<file path="config.mk">
export PLATFORM = sky130hd
export DESIGN_NAME = pipeline_hazard_ctrl_flat
export DESIGN_NICKNAME = d
export VERILOG_FILES = /design/src/rtl/pipeline_hazard_ctrl_pkg.sv /design/src/rtl/pipeline_hazard_ctrl_if.sv /design/src/rtl/pipeline_hazard_ctrl_stall_watchdog.sv /design/src/rtl/pipeline_hazard_ctrl.sv /design/src/flat_wrapper.sv
export SDC_FILE = /design/constraint.sdc
export NUM_CORES = 1
export LEC_CHECK = 0
export BUFFER_PORTS_ARGS = -buffer_cell sky130_fd_sc_hd__buf_2
export CORE_UTILIZATION = 45
export DETAILED_ROUTE_END_ITERATION = 8
export GPL_ROUTABILITY_DRIVEN = 0
export HOLD_SLACK_MARGIN = 0.02
export PLACE_DENSITY = 0.75
export SLEW_MARGIN = 20
export SYNTH_ARGS = -nofsm -noshare
export SYNTH_HDL_FRONTEND = slang
export SYNTH_SLANG_ARGS = --single-unit
</file>
<file path="constraint.sdc">
create_clock -name clk -period 2.07 [get_ports clk]
set_input_delay 0.1035 -clock clk [delete_from_list [all_inputs] [get_ports clk]]
set_output_delay 0.1035 -clock clk [all_outputs]
set_load 0.005 [all_outputs]
</file>
<file path="src/rtl/pipeline_hazard_ctrl_pkg.sv">
// Shared definitions for the pipeline hazard controller: FSM state
// encodings, per-stage stall vectors and the stall-merge helper.
// Stall vector bit order is {wb, mem, ex, id, if, pc}.
// Bubble vector bit order is {wb, mem, ex, id}.
package pipeline_hazard_ctrl_pkg;

   localparam logic [1:0] RUN        = 2'd0;
   localparam logic [1:0] EXC_WAIT   = 2'd1;
   localparam logic [1:0] FLUSH      = 2'd2;
   localparam logic [1:0] REDIR_HOLD = 2'd3;

   localparam logic [5:0] STALL_NONE  = 6'b000000;
   localparam logic [5:0] STALL_IF    = 6'b000011;
   localparam logic [5:0] STALL_ID    = 6'b000111;
   localparam logic [5:0] STALL_EX    = 6'b001111;
   localparam logic [5:0] STALL_MEM   = 6'b011111;
   localparam logic [5:0] STALL_REDIR = 6'b000010;

   localparam logic [3:0] BUBBLE_NONE = 4'b0000;
   localparam logic [3:0] BUBBLE_ID   = 4'b0001;
   localparam logic [3:0] BUBBLE_EX   = 4'b0010;
   localparam logic [3:0] BUBBLE_MEM  = 4'b0100;
   localparam logic [3:0] BUBBLE_WB   = 4'b1000;

   typedef struct packed {
      logic [5:0] stall;
      logic [3:0] bubble;
   } stall_ctrl_t;

   // The latest requesting stage wins: it and everything before it hold,
   // and the stage after it is fed a NOP.
   function automatic stall_ctrl_t merge_stall(input logic req_if, input logic req_id,
                                               input logic req_ex, input logic req_mem);
      stall_ctrl_t c;
      c = '{stall: STALL_NONE, bubble: BUBBLE_NONE};
      if (req_mem) begin
         c = '{stall: STALL_MEM, bubble: BUBBLE_WB};
      end else if (req_ex) begin
         c = '{stall: STALL_EX, bubble: BUBBLE_MEM};
      end else if (req_id) begin
         c = '{stall: STALL_ID, bubble: BUBBLE_EX};
      end else if (req_if) begin
         c = '{stall: STALL_IF, bubble: BUBBLE_ID};
      end
      return c;
   endfunction

endpackage

</file>
<file path="src/rtl/pipeline_hazard_ctrl_if.sv">
// Bundle between the pipeline datapath (master) and the hazard
// controller (slave): stall requests and exception in, stage controls out.
interface pipeline_hazard_ctrl_if #(
   parameter int ADDR_WIDTH = 32
);
   logic                  request_from_if;
   logic                  request_from_id;
   logic                  request_from_ex;
   logic                  request_from_mem;
   logic                  exc_valid;
   logic [ADDR_WIDTH-1:0] exc_target;

   logic                  stall_pc;
   logic                  stall_if;
   logic                  stall_id;
   logic                  stall_ex;
   logic                  stall_mem;
   logic                  stall_wb;
   logic                  bubble_id;
   logic                  bubble_ex;
   logic                  bubble_mem;
   logic                  bubble_wb;
   logic                  flush_all;
   logic                  redirect_valid;
   logic [ADDR_WIDTH-1:0] redirect_addr;
   logic                  stall_timeout;

   modport master (
      output request_from_if, request_from_id, request_from_ex, request_from_mem,
      output exc_valid, exc_target,
      input  stall_pc, stall_if, stall_id, stall_ex, stall_mem, stall_wb,
      input  bubble_id, bubble_ex, bubble_mem, bubble_wb,
      input  flush_all, redirect_valid, redirect_addr, stall_timeout
   );

   modport slave (
      input  request_from_if, request_from_id, request_from_ex, request_from_mem,
      input  exc_valid, exc_target,
      output stall_pc, stall_if, stall_id, stall_ex, stall_mem, stall_wb,
      output bubble_id, bubble_ex, bubble_mem, bubble_wb,
      output flush_all, redirect_valid, redirect_addr, stall_timeout
   );
endinterface

</file>
<file path="src/rtl/pipeline_hazard_ctrl_stall_watchdog.sv">
// Consecutive-stall watchdog: counts cycles with the PC held, pulses once
// when the count reaches STALL_TIMEOUT, then saturates until the stall ends.
module pipeline_hazard_ctrl_stall_watchdog #(
   parameter int TO_WIDTH      = 16,
   parameter int STALL_TIMEOUT = 1024
) (
   input  logic clk,
   input  logic rst,
   input  logic i_stall,
   output logic o_timeout
);
   localparam logic [TO_WIDTH-1:0] LP_LIMIT = TO_WIDTH'(STALL_TIMEOUT);
   localparam logic [TO_WIDTH-1:0] LP_LAST  = TO_WIDTH'(STALL_TIMEOUT - 1);
   localparam logic [TO_WIDTH-1:0] LP_ONE   = TO_WIDTH'(1);

   logic [TO_WIDTH-1:0] r_count;

   // Count consecutive stall cycles, clear on any free cycle, hold at the limit.
   always_ff @(posedge clk or negedge rst) begin
      // NOTE: state is updated with <= so every flop samples pre-edge values.
      if (!rst) begin
         r_count <= '0;
      end else if (!i_stall) begin
         r_count <= '0;
      end else if (r_count != LP_LIMIT) begin
         r_count <= r_count + LP_ONE;
      end
   end

   // The cycle that takes the count to the limit is the pulse cycle.
   assign o_timeout = i_stall && (r_count == LP_LAST);

endmodule

</file>
<file path="src/rtl/pipeline_hazard_ctrl.sv">
// Pipeline hazard controller: merges stage stall requests, sequences
// exception flush and PC redirect around memory and fetch waits, and
// watches for runaway stalls.
// Optional: define PIPE_PERF_CNT_EN to add stall-cycle and flush counters.
module pipeline_hazard_ctrl
   import pipeline_hazard_ctrl_pkg::*;
#(
   parameter int ADDR_WIDTH    = 32,
   parameter int TO_WIDTH      = 16,
   parameter int STALL_TIMEOUT = 1024
) (
   input  logic                  clk,
   input  logic                  rst,
   pipeline_hazard_ctrl_if.slave hz
`ifdef PIPE_PERF_CNT_EN
   ,
   output logic [31:0]           perf_stall_cycles,
   output logic [31:0]           perf_flush_count
`endif
);
   logic [1:0]            r_state;
   logic [1:0]            w_next_state;
   logic                  w_capture;
   logic [ADDR_WIDTH-1:0] r_redirect_addr;
   stall_ctrl_t           w_merge;
   stall_ctrl_t           w_ctrl;
   logic                  w_flush;
   logic                  w_redir;
   logic                  w_timeout;

   assign w_merge = merge_stall(hz.request_from_if, hz.request_from_id,
                                hz.request_from_ex, hz.request_from_mem);

   // Sequence exception handling; exceptions are only accepted in RUN.
   always_comb begin
      // NOTE: defaults first so no path through the case leaves a latch.
      w_next_state = r_state;
      w_capture    = 1'b0;
      case (r_state)
         RUN: begin
            if (hz.exc_valid) begin
               w_capture    = 1'b1;
               w_next_state = hz.request_from_mem ? EXC_WAIT : FLUSH;
            end
         end
         EXC_WAIT:   if (!hz.request_from_mem) w_next_state = FLUSH;
         FLUSH:      w_next_state = hz.request_from_if ? REDIR_HOLD : RUN;
         REDIR_HOLD: if (!hz.request_from_if) w_next_state = RUN;
         default:    w_next_state = RUN;
      endcase
   end

   // Stage controls per state; everything is forced low while reset is held.
   always_comb begin
      w_ctrl  = '{stall: STALL_NONE, bubble: BUBBLE_NONE};
      w_flush = 1'b0;
      w_redir = 1'b0;
      case (r_state)
         RUN:        w_ctrl = w_merge;
         EXC_WAIT:   w_ctrl = '{stall: STALL_MEM, bubble: BUBBLE_WB};
         FLUSH: begin
            w_flush = 1'b1;
            w_redir = 1'b1;
         end
         REDIR_HOLD: begin
            w_redir      = 1'b1;
            w_ctrl.stall = STALL_REDIR;
         end
         default: ;
      endcase
      // Reset is asynchronous, so outputs must drop without waiting for a clock.
      if (!rst) begin
         w_ctrl  = '{stall: STALL_NONE, bubble: BUBBLE_NONE};
         w_flush = 1'b0;
         w_redir = 1'b0;
      end
   end

   // FSM state and latched handler address.
   always_ff @(posedge clk or negedge rst) begin
      if (!rst) begin
         r_state         <= RUN;
         r_redirect_addr <= '0;
      end else begin
         r_state <= w_next_state;
         if (w_capture) r_redirect_addr <= hz.exc_target;
      end
   end

   pipeline_hazard_ctrl_stall_watchdog #(
      .TO_WIDTH      (TO_WIDTH),
      .STALL_TIMEOUT (STALL_TIMEOUT)
   ) u_watchdog (
      .clk       (clk),
      .rst       (rst),
      .i_stall   (w_ctrl.stall[0]),
      .o_timeout (w_timeout)
   );

   assign hz.stall_pc       = w_ctrl.stall[0];
   assign hz.stall_if       = w_ctrl.stall[1];
   assign hz.stall_id       = w_ctrl.stall[2];
   assign hz.stall_ex       = w_ctrl.stall[3];
   assign hz.stall_mem      = w_ctrl.stall[4];
   assign hz.stall_wb       = w_ctrl.stall[5];
   assign hz.bubble_id      = w_ctrl.bubble[0];
   assign hz.bubble_ex      = w_ctrl.bubble[1];
   assign hz.bubble_mem     = w_ctrl.bubble[2];
   assign hz.bubble_wb      = w_ctrl.bubble[3];
   assign hz.flush_all      = w_flush;
   assign hz.redirect_valid = w_redir;
   assign hz.redirect_addr  = w_redir ? r_redirect_addr : '0;
   assign hz.stall_timeout  = w_timeout;

`ifdef PIPE_PERF_CNT_EN
   logic [31:0] r_perf_stall;
   logic [31:0] r_perf_flush;

   // Free-running performance counters; they wrap naturally at 2^32.
   always_ff @(posedge clk or negedge rst) begin
      if (!rst) begin
         r_perf_stall <= '0;
         r_perf_flush <= '0;
      end else begin
         if (w_ctrl.stall[0]) r_perf_stall <= r_perf_stall + 32'd1;
         if (r_state == FLUSH) r_perf_flush <= r_perf_flush + 32'd1;
      end
   end

   assign perf_stall_cycles = r_perf_stall;
   assign perf_flush_count  = r_perf_flush;
`endif

endmodule

</file>
<file path="src/flat_wrapper.sv">
// flat-port wrapper written by rule: the top's interface ports become plain ports
module pipeline_hazard_ctrl_flat import pipeline_hazard_ctrl_pkg::*;
#(
   parameter int ADDR_WIDTH    = 32,
   parameter int TO_WIDTH      = 16,
   parameter int STALL_TIMEOUT = 1024
)
  (clk, rst, hz_request_from_if, hz_request_from_id, hz_request_from_ex, hz_request_from_mem, hz_exc_valid, hz_exc_target, hz_stall_pc, hz_stall_if, hz_stall_id, hz_stall_ex, hz_stall_mem, hz_stall_wb, hz_bubble_id, hz_bubble_ex, hz_bubble_mem, hz_bubble_wb, hz_flush_all, hz_redirect_valid, hz_redirect_addr, hz_stall_timeout);
  pipeline_hazard_ctrl_if #(.ADDR_WIDTH(ADDR_WIDTH)) hz_i ();
  input  logic clk;
  input  logic rst;
  input wire logic [$bits(hz_i.request_from_if)-1:0] hz_request_from_if;
  input wire logic [$bits(hz_i.request_from_id)-1:0] hz_request_from_id;
  input wire logic [$bits(hz_i.request_from_ex)-1:0] hz_request_from_ex;
  input wire logic [$bits(hz_i.request_from_mem)-1:0] hz_request_from_mem;
  input wire logic [$bits(hz_i.exc_valid)-1:0] hz_exc_valid;
  input wire logic [$bits(hz_i.exc_target)-1:0] hz_exc_target;
  output wire logic [$bits(hz_i.stall_pc)-1:0] hz_stall_pc;
  output wire logic [$bits(hz_i.stall_if)-1:0] hz_stall_if;
  output wire logic [$bits(hz_i.stall_id)-1:0] hz_stall_id;
  output wire logic [$bits(hz_i.stall_ex)-1:0] hz_stall_ex;
  output wire logic [$bits(hz_i.stall_mem)-1:0] hz_stall_mem;
  output wire logic [$bits(hz_i.stall_wb)-1:0] hz_stall_wb;
  output wire logic [$bits(hz_i.bubble_id)-1:0] hz_bubble_id;
  output wire logic [$bits(hz_i.bubble_ex)-1:0] hz_bubble_ex;
  output wire logic [$bits(hz_i.bubble_mem)-1:0] hz_bubble_mem;
  output wire logic [$bits(hz_i.bubble_wb)-1:0] hz_bubble_wb;
  output wire logic [$bits(hz_i.flush_all)-1:0] hz_flush_all;
  output wire logic [$bits(hz_i.redirect_valid)-1:0] hz_redirect_valid;
  output wire logic [$bits(hz_i.redirect_addr)-1:0] hz_redirect_addr;
  output wire logic [$bits(hz_i.stall_timeout)-1:0] hz_stall_timeout;
  assign hz_i.request_from_if = hz_request_from_if;
  assign hz_i.request_from_id = hz_request_from_id;
  assign hz_i.request_from_ex = hz_request_from_ex;
  assign hz_i.request_from_mem = hz_request_from_mem;
  assign hz_i.exc_valid = hz_exc_valid;
  assign hz_i.exc_target = hz_exc_target;
  assign hz_stall_pc = hz_i.stall_pc;
  assign hz_stall_if = hz_i.stall_if;
  assign hz_stall_id = hz_i.stall_id;
  assign hz_stall_ex = hz_i.stall_ex;
  assign hz_stall_mem = hz_i.stall_mem;
  assign hz_stall_wb = hz_i.stall_wb;
  assign hz_bubble_id = hz_i.bubble_id;
  assign hz_bubble_ex = hz_i.bubble_ex;
  assign hz_bubble_mem = hz_i.bubble_mem;
  assign hz_bubble_wb = hz_i.bubble_wb;
  assign hz_flush_all = hz_i.flush_all;
  assign hz_redirect_valid = hz_i.redirect_valid;
  assign hz_redirect_addr = hz_i.redirect_addr;
  assign hz_stall_timeout = hz_i.stall_timeout;
  pipeline_hazard_ctrl #(.ADDR_WIDTH(ADDR_WIDTH), .TO_WIDTH(TO_WIDTH), .STALL_TIMEOUT(STALL_TIMEOUT)) u_core (.clk(clk), .rst(rst), .hz(hz_i));
endmodule
</file>
==> impl_metrics.csv, run 1 <==
group,metric,value,unit
outcome,status,"finished, final reports clean",
yosys,synth.largest_area_cell,"dfrtp_1",
clock_tree,clock-sinks,50,
clock_tree,clockBufferDepth,2,
power_and_ir_drop,vdd_drop_max,0.0004168,V
drt,wl_per_cell,13.42,um
drt,viasPerCell,5.097,
drt,highest_layer,"met4",
floorplan,die-height,75.92,um
drt,drtAntennaViolNets,0,
final_layout,drive_gt1_share,41.94,%
grt,gr-total-overflow,0,
final_layout,n_fill_cell,444,
drt,drt-initial-drc-count,127,
grt,grt_pass1_wl,8.866,mm
yosys,synthXorXnorAreaFrac,4.631,%
setup_path,rr_worst_depth,4,
yosys,postSynthAreaPerCell,10.74,um^2
final_layout,nets,351,
drt,m1WireLength,2.270,mm
timing,rsz0062_at_grt,"false",
yosys,synthMuxAreaShare,15.06,%
power_and_ir_drop,p_sw,0.0007033,W
yosys,ys.flop_type,"dfrtp_1",
final_layout,syn_to_final_growth,24.43,%
timing,max_freq,0.5396,GHz
timing,setup_tns,0,ps
setup_path,cp.required,1970,ps
power_and_ir_drop,p_per_area,835.7,mW/mm^2
timing,hold_viol_final,0,
floorplan,pin_count,84,
clock_tree,cts_buffers,5,
clock_tree,cts.clk_slew.worst_paths,90,ps
grt,grt_pass1_vias,1901,
clock_tree,h-tree-depth,2,
floorplan,core_area,0.005172,mm^2
drt,dr_total_vias,1937,
drt,post-route-drc-count,0,
placement,port_buffers,82,
timing,final_max_slew_viol_count,0,
yosys,ys_warn_count,0,
power_and_ir_drop,clkPwrFrac,21.2,%
yosys,synth_top_family_by_area,"simple AND/OR/NAND/NOR gates",
yosys,synthArstFlopShare,100.0,%
setup_path,critical_path_class,"flip-flop to output pin",
worst_hold_path,hold_path.class,"input pin to flip-flop",
timing,finClkSkew,7.147,ps
timing,period_share,89.53,%
drt,wl_met2,2.511,mm
yosys,synthCells,229,
setup_path,critPathMaxFanout,5,
power_and_ir_drop,p_int,0.001853,W
floorplan,row_count,26,
final_layout,mostFrequentLayoutCells,"buf_2 (82), dfrtp_1 (50), and3_1 (34)",
grt,grt_antenna_before_repair,0,
yosys,synth_edf_count,0,
placement,dp.final_hpwl,3.638,mm
power_and_ir_drop,share_comb_of_total_power,25.6,%
power_and_ir_drop,swShare,27.51,%
yosys,synth-simple-area-share,22.54,%
power_and_ir_drop,leakagePower,1.569,nW
yosys,synth_fa_ha_area_share,1.018,%
worst_hold_path,min_path_cells,2,
setup_path,endpoint_kind,"output pin",
setup_path,crit_path_start_kind,"flip-flop",
yosys,synth_compound_area_share,1.832,%
yosys,ys_ff_latch,50,
yosys,yosysSeqAreaShare,50.89,%
clock_tree,postCtsSetupBuffers,0,
final_layout,diodes,0,
clock_tree,cts-root-buf,"clkbuf_8",
yosys,mappedNetlistNets,270,
yosys,yosysUniqueCellTypes,31,
floorplan,dieArea,0.005763,mm^2
drt,route.met3.wl,236,um
drt,totalWireLength,5.101,mm
floorplan,start_util,47.53,%
grt,gr-usage-all-layers,19.14,%
grt,grt_max_degree,85,
final_layout,final_common_cell,"buf_2",
run,maxCapViolations,0,
setup_path,critPathArrivalTime,1750,ps
clock_tree,cts_tree,"built",
drt,dr.pass1.iters,4,
timing,fin_crit,1853,ps
power_and_ir_drop,seq_power_share,53.2,%
final_layout,layout.cells.non_filler,380,
yosys,synth_area_leaders,"dfrtp_1 (51%), mux2_2 (15%), and3_1 (8.7%)",
clock_tree,clk_latency,290,ps
yosys,synth_top_area_share,50.89,%
placement,place_inst,372,
floorplan,die_w,75.92,um
yosys,netlist_area,0.002459,mm^2
timing,setup_viol,0,
## layout make-up
type                       instances  area (um^2)  area share (%)
multi-input combinational        156         1121           36.65
clock inverter                     2        13.76          0.4499
clock buffer                       5        68.82           2.249
sequential                        50         1251           40.90
inverter                           9        33.78           1.104
tap                               70        87.58           2.863
timing repair buffer              88        483.0           15.79
## power by group through the flow
stage               Clock, W  Sequential, W  Combinational, W
detailed placement         0        0.00138          0.000660
finish              0.000542        0.00136          0.000654
global placement           0        0.00136          0.000646
CTS                 0.000566        0.00136          0.000663
global route        0.000605        0.00140          0.000729
floorplan                  0        0.00133          0.000445
## cells by family (layout without fill, tap and decap cells)
kind of cell             count (synthesis)  in the layout
AND/OR/NAND/NOR                         99             99
AO/OA/AOI/OAI                            8              8
other                                    1              1
adder cells (fa/ha/maj)                  2              2
XOR/XNOR                                13             13
buffers and inverters                   23            104
flip-flops                              50             50
multiplexers                            33             33
## registers in the layout, summed over array words and instances, names as in the netlist
name                       count
u_core.r_redirect_addr        32
u_core.r_state                 2
u_core.u_watchdog.r_count     16
## layer usage
layer / global-route usage [%] / vias to the layer above
li1: - / 951
met1: 24.73 / 923
met2: 31.91 / 56
met3: 3.735 / 7
met4: 7.115 / 0
met5: 0 / -
## cell usage after synthesis, types with 2 or more instances
cell type	number
nor4_1	7
clkbuf_1	9
dfrtp_1	50
nand2_1	5
nand2b_1	3
nor2b_1	2
buf_2	4
o21ai_0	2
nor3_1	8
mux2_2	32
or3_1	3
a21oi_1	3
nand3_1	7
o31ai_1	2
ha_1	2
xnor2_1	10
xor2_1	3
nor2_1	22
nand4_1	2
and3_1	34
inv_1	9
## stage by stage
stage | power [W] | utilization [%] | setup WS (ps) | cell area, um^2 | hold slack [ps]
final | 0.002557 | 59.14 | 216.7 | 3059 | 31.23
after global routing | 0.002736 | 59.14 | 61.20 | 3059 | 21.40
after CTS | 0.002589 | 59.07 | 88.27 | 3055 | 20.31
after detailed placement | 0.002042 | 57.28 | 347.0 | 2963 | 204.4
after global placement | 0.002010 | 57.28 | 415.1 | 2963 | 204.8
after floorplan | 0.001778 | - | 508.2 | 2459 | -192.1
## worst max-delay path: stages, from the launching register on
cell and delay [ps]:
dfrtp_1 420, ha_1 240, nand2_1 160, nor3_1 310, nand3_1 120, nor2_1 100, buf_2 120
## timing repair
item                       4_1_cts  5_1_grt
resized for setup                0        1
hold buffers                     1        0
hold endpoints to repair        50        0
setup endpoints to repair        0        2
## final timing paths
path / to / startpoint / slack [ps]
min: u_core.r_redirect_addr[12]$_DFFE_PN0P_ / hz_exc_target[12] / 30
max reg2reg: u_core.u_watchdog.r_count[15]$_DFFE_PN0P_ / u_core.u_watchdog.r_count[6]$_DFFE_PN0P_ / 460
max: hz_stall_timeout / u_core.u_watchdog.r_count[0]$_DFFE_PN0P_ / 220
max in group asynchronous: u_core.r_redirect_addr[27]$_DFFE_PN0P_ / rst / 1390
min in group asynchronous: u_core.r_redirect_addr[28]$_DFFE_PN0P_ / rst / 410
min reg2reg: u_core.r_redirect_addr[8]$_DFFE_PN0P_ / u_core.r_redirect_addr[8]$_DFFE_PN0P_ / 500
Note: power is estimated with default switching activity, not from simulation.
==> run 2: changes to the inputs <==
--- a/config.mk
+++ b/config.mk
@@ -9,8 +9,8 @@
 export CORE_UTILIZATION = 45
 export DETAILED_ROUTE_END_ITERATION = 8
 export GPL_ROUTABILITY_DRIVEN = 0
-export HOLD_SLACK_MARGIN = 0.02
-export PLACE_DENSITY = 0.75
+export HOLD_SLACK_MARGIN = 0.15
+export PLACE_DENSITY = 0.73
 export SLEW_MARGIN = 20
 export SYNTH_ARGS = -nofsm -noshare
 export SYNTH_HDL_FRONTEND = slang
==> run 2 against run 1 <==
  * Sequential power hardly changed
  * Global-route usage is 1.5 points higher
  * Clock skew is 3.2 ps higher
  * Final area is 12% higher
  * Worst setup slack worse by 34 ps
  * Critical path depth is 2 higher
  * Clock power is 24% higher
  * Cell count is 9.7% higher
  * Sequential cell count stayed put
  * Worst hold slack better by 130 ps
  * Die area stayed put
  * Critical path type is now input pin to output pin
  * Largest cell class unchanged
  * Largest power group unchanged
  * Highest routed layer unchanged
==> impl_metrics.csv, run 2 (synthesis results as in run 1) <==
group,metric,value,unit
outcome,status,"finished, final reports clean",
final_layout,nets,387,
timing,period_share,91.16,%
grt,grt_pass1_vias,2047,
placement,port_buffers,82,
setup_path,critical_path_class,"input pin to output pin",
setup_path,cp_common_cell,"buf_2",
worst_hold_path,min_path_cells,3,
clock_tree,postCtsSetupBuffers,0,
clock_tree,clock-sinks,50,
timing,rsz0062_at_grt,"false",
grt,gr-total-overflow,0,
drt,dr.pass1.iters,4,
final_layout,largestRegisters,"u_core.r_redirect_addr x32, u_core.u_watchdog.r_count x16, u_core.r_state x2",
setup_path,critPathMaxFanout,15,
clock_tree,postCtsHoldBufs,36,
clock_tree,clk_latency,300,ps
clock_tree,clockBufferDepth,2,
clock_tree,cts_buffers,5,
final_layout,top_register,"u_core.r_redirect_addr",
floorplan,row_count,26,
placement,dp.final_hpwl,3.483,mm
grt,grt_pass1_wl,9.515,mm
timing,setup_viol,0,
final_layout,largest_reg_flops,32,
drt,drt-initial-drc-count,73,
clock_tree,cts-root-buf,"clkbuf_8",
drt,post-route-drc-count,0,
power_and_ir_drop,vdd_drop_max,0.0004293,V
setup_path,crit_chain,"dlygate4sd3_1 -> buf_2 -> nor3_1 -> nand2b_1 -> o21ai_1 -> buf_4 -> inv_1 -> buf_2",
power_and_ir_drop,p_per_area,804.2,mW/mm^2
final_layout,register_area,0.001251,mm^2
worst_hold_path,hold_path.class,"input pin to flip-flop",
run,maxCapViolations,0,
clock_tree,cts_tree,"built",
final_layout,final_common_cell,"buf_2",
floorplan,dieArea,0.005763,mm^2
power_and_ir_drop,leakagePower,1.727,nW
final_layout,mostFrequentLayoutCells,"buf_2 (82), dfrtp_1 (50), dlygate4sd3_1 (36)",
setup_path,rr_worst_depth,6,
clock_tree,cts.clk_slew.worst_paths,80,ps
setup_path,cp.required,1970,ps
setup_path,rrSetupSlack,450,ps
setup_path,critPathMaxStageDelay,540,ps
drt,totalWireLength,5.662,mm
clock_tree,h-tree-depth,2,
setup_path,critPathArrivalTime,1780,ps
final_layout,diodes,0,
grt,grt_antenna_before_repair,0,
final_layout,n_fill_cell,397,
timing,hold_slack,164.6,ps
setup_path,crit_path_start_kind,"input pin",
floorplan,start_util,47.53,%
final_layout,drive_gt1_share,37.18,%
placement,post-place-ws,468.8,ps
setup_path,endpoint_kind,"output pin",
drt,wl_per_cell,13.58,um
timing,max_freq,0.5299,GHz
floorplan,pin_count,84,
final_layout,syn_to_final_growth,39.80,%
drt,viasPerCell,4.990,
floorplan,die_w,75.92,um
final_layout,multi_input_area,0.001117,mm^2
clock_tree,cts_resized,0,
timing,fin_crit,1887,ps
drt,drtAntennaViolNets,0,
timing,hold_viol_final,0,
timing,finClkSkew,10.36,ps
timing,layout_setup_ws,182.9,ps
grt,gr-usage-all-layers,20.68,%
floorplan,die-height,75.92,um
drt,dr_total_vias,2081,
timing,final_max_slew_viol_count,0,
floorplan,core_area,0.005172,mm^2
setup_path,cp_slowest_cell,"dlygate4sd3_1",
timing,setup_tns,0,ps
grt,grt_max_degree,64,
==> run 2: cell count changes in the layout (fill, tap and decap cells not counted), sizes merged <==
| cell | change |
|---|---|
| inv | -1 |
| bufinv | +1 |
| clkbuf | +2 |
| buf | +1 |
| dlygate4sd3 | +35 |
| clkinv | -1 |
==> run 2: metal layers <==
layer / global-route usage, % / part of all wire [%] / vias to the layer above
met5: 0 / 0 / -
met4: 9.231 / 2.3 / 0
met3: 3.133 / 4.0 / 13
met2: 34.73 / 49 / 64
met1: 26.48 / 45 / 979
li1: - / - / 1025
==> run 2: power by group <==
group | switching [W] | internal, W | total [W]
combinational | 0.000301 | 0.000436 | 0.000737
clock | 0.000308 | 0.000362 | 0.000670
sequential | 0.000125 | 0.00123 | 0.00136
total | 0.000734 | 0.00203 | 0.00276
==> run 2: worst max-delay path: cells and delay by family <==
kind                   cells  cell delay [ps]
buffers and inverters      5             1140
AO/OA/AOI/OAI              1              130
AND/OR/NAND/NOR            2              410
==> run 2: per-stage QoR <==
| stage | total power (W) | cell area, um^2 | std cells | util, % |
|---|---|---|---|---|
| after global routing | 0.002922 | 3437 | 417 | 66.45 |
| after detailed placement | 0.002045 | 2970 | 373 | 57.43 |
| after floorplan | 0.001778 | 2459 | 229 | - |
| after CTS | 0.002764 | 3437 | 417 | 66.45 |
| after global placement | 0.002012 | 2970 | 373 | 57.43 |
| final | 0.002764 | 3437 | 417 | 66.45 |
==> run 2: final timing paths <==
check | from | end
min in group asynchronous | rst | u_core.r_redirect_addr[22]$_DFFE_PN0P_
min | hz_exc_valid | u_core.r_state[0]$_DFFE_PN0P_
min reg2reg | u_core.r_redirect_addr[29]$_DFFE_PN0P_ | u_core.r_redirect_addr[29]$_DFFE_PN0P_
max | hz_request_from_mem | hz_stall_pc
max reg2reg | u_core.u_watchdog.r_count[0]$_DFFE_PN0P_ | u_core.u_watchdog.r_count[1]$_DFFE_PN0P_
max in group asynchronous | rst | u_core.r_state[0]$_DFFE_PN0P_
==> run 2: final cells by class <==
| type | count | share of cell area [%] |
|---|---|---|
| clock buffer | 7 | 2.221 |
| clock inverter | 1 | 0.8737 |
| inverter | 9 | 0.9829 |
| multi-input combinational | 156 | 32.51 |
| sequential | 50 | 36.40 |
| tap | 70 | 2.548 |
| timing repair buffer | 124 | 24.46 |
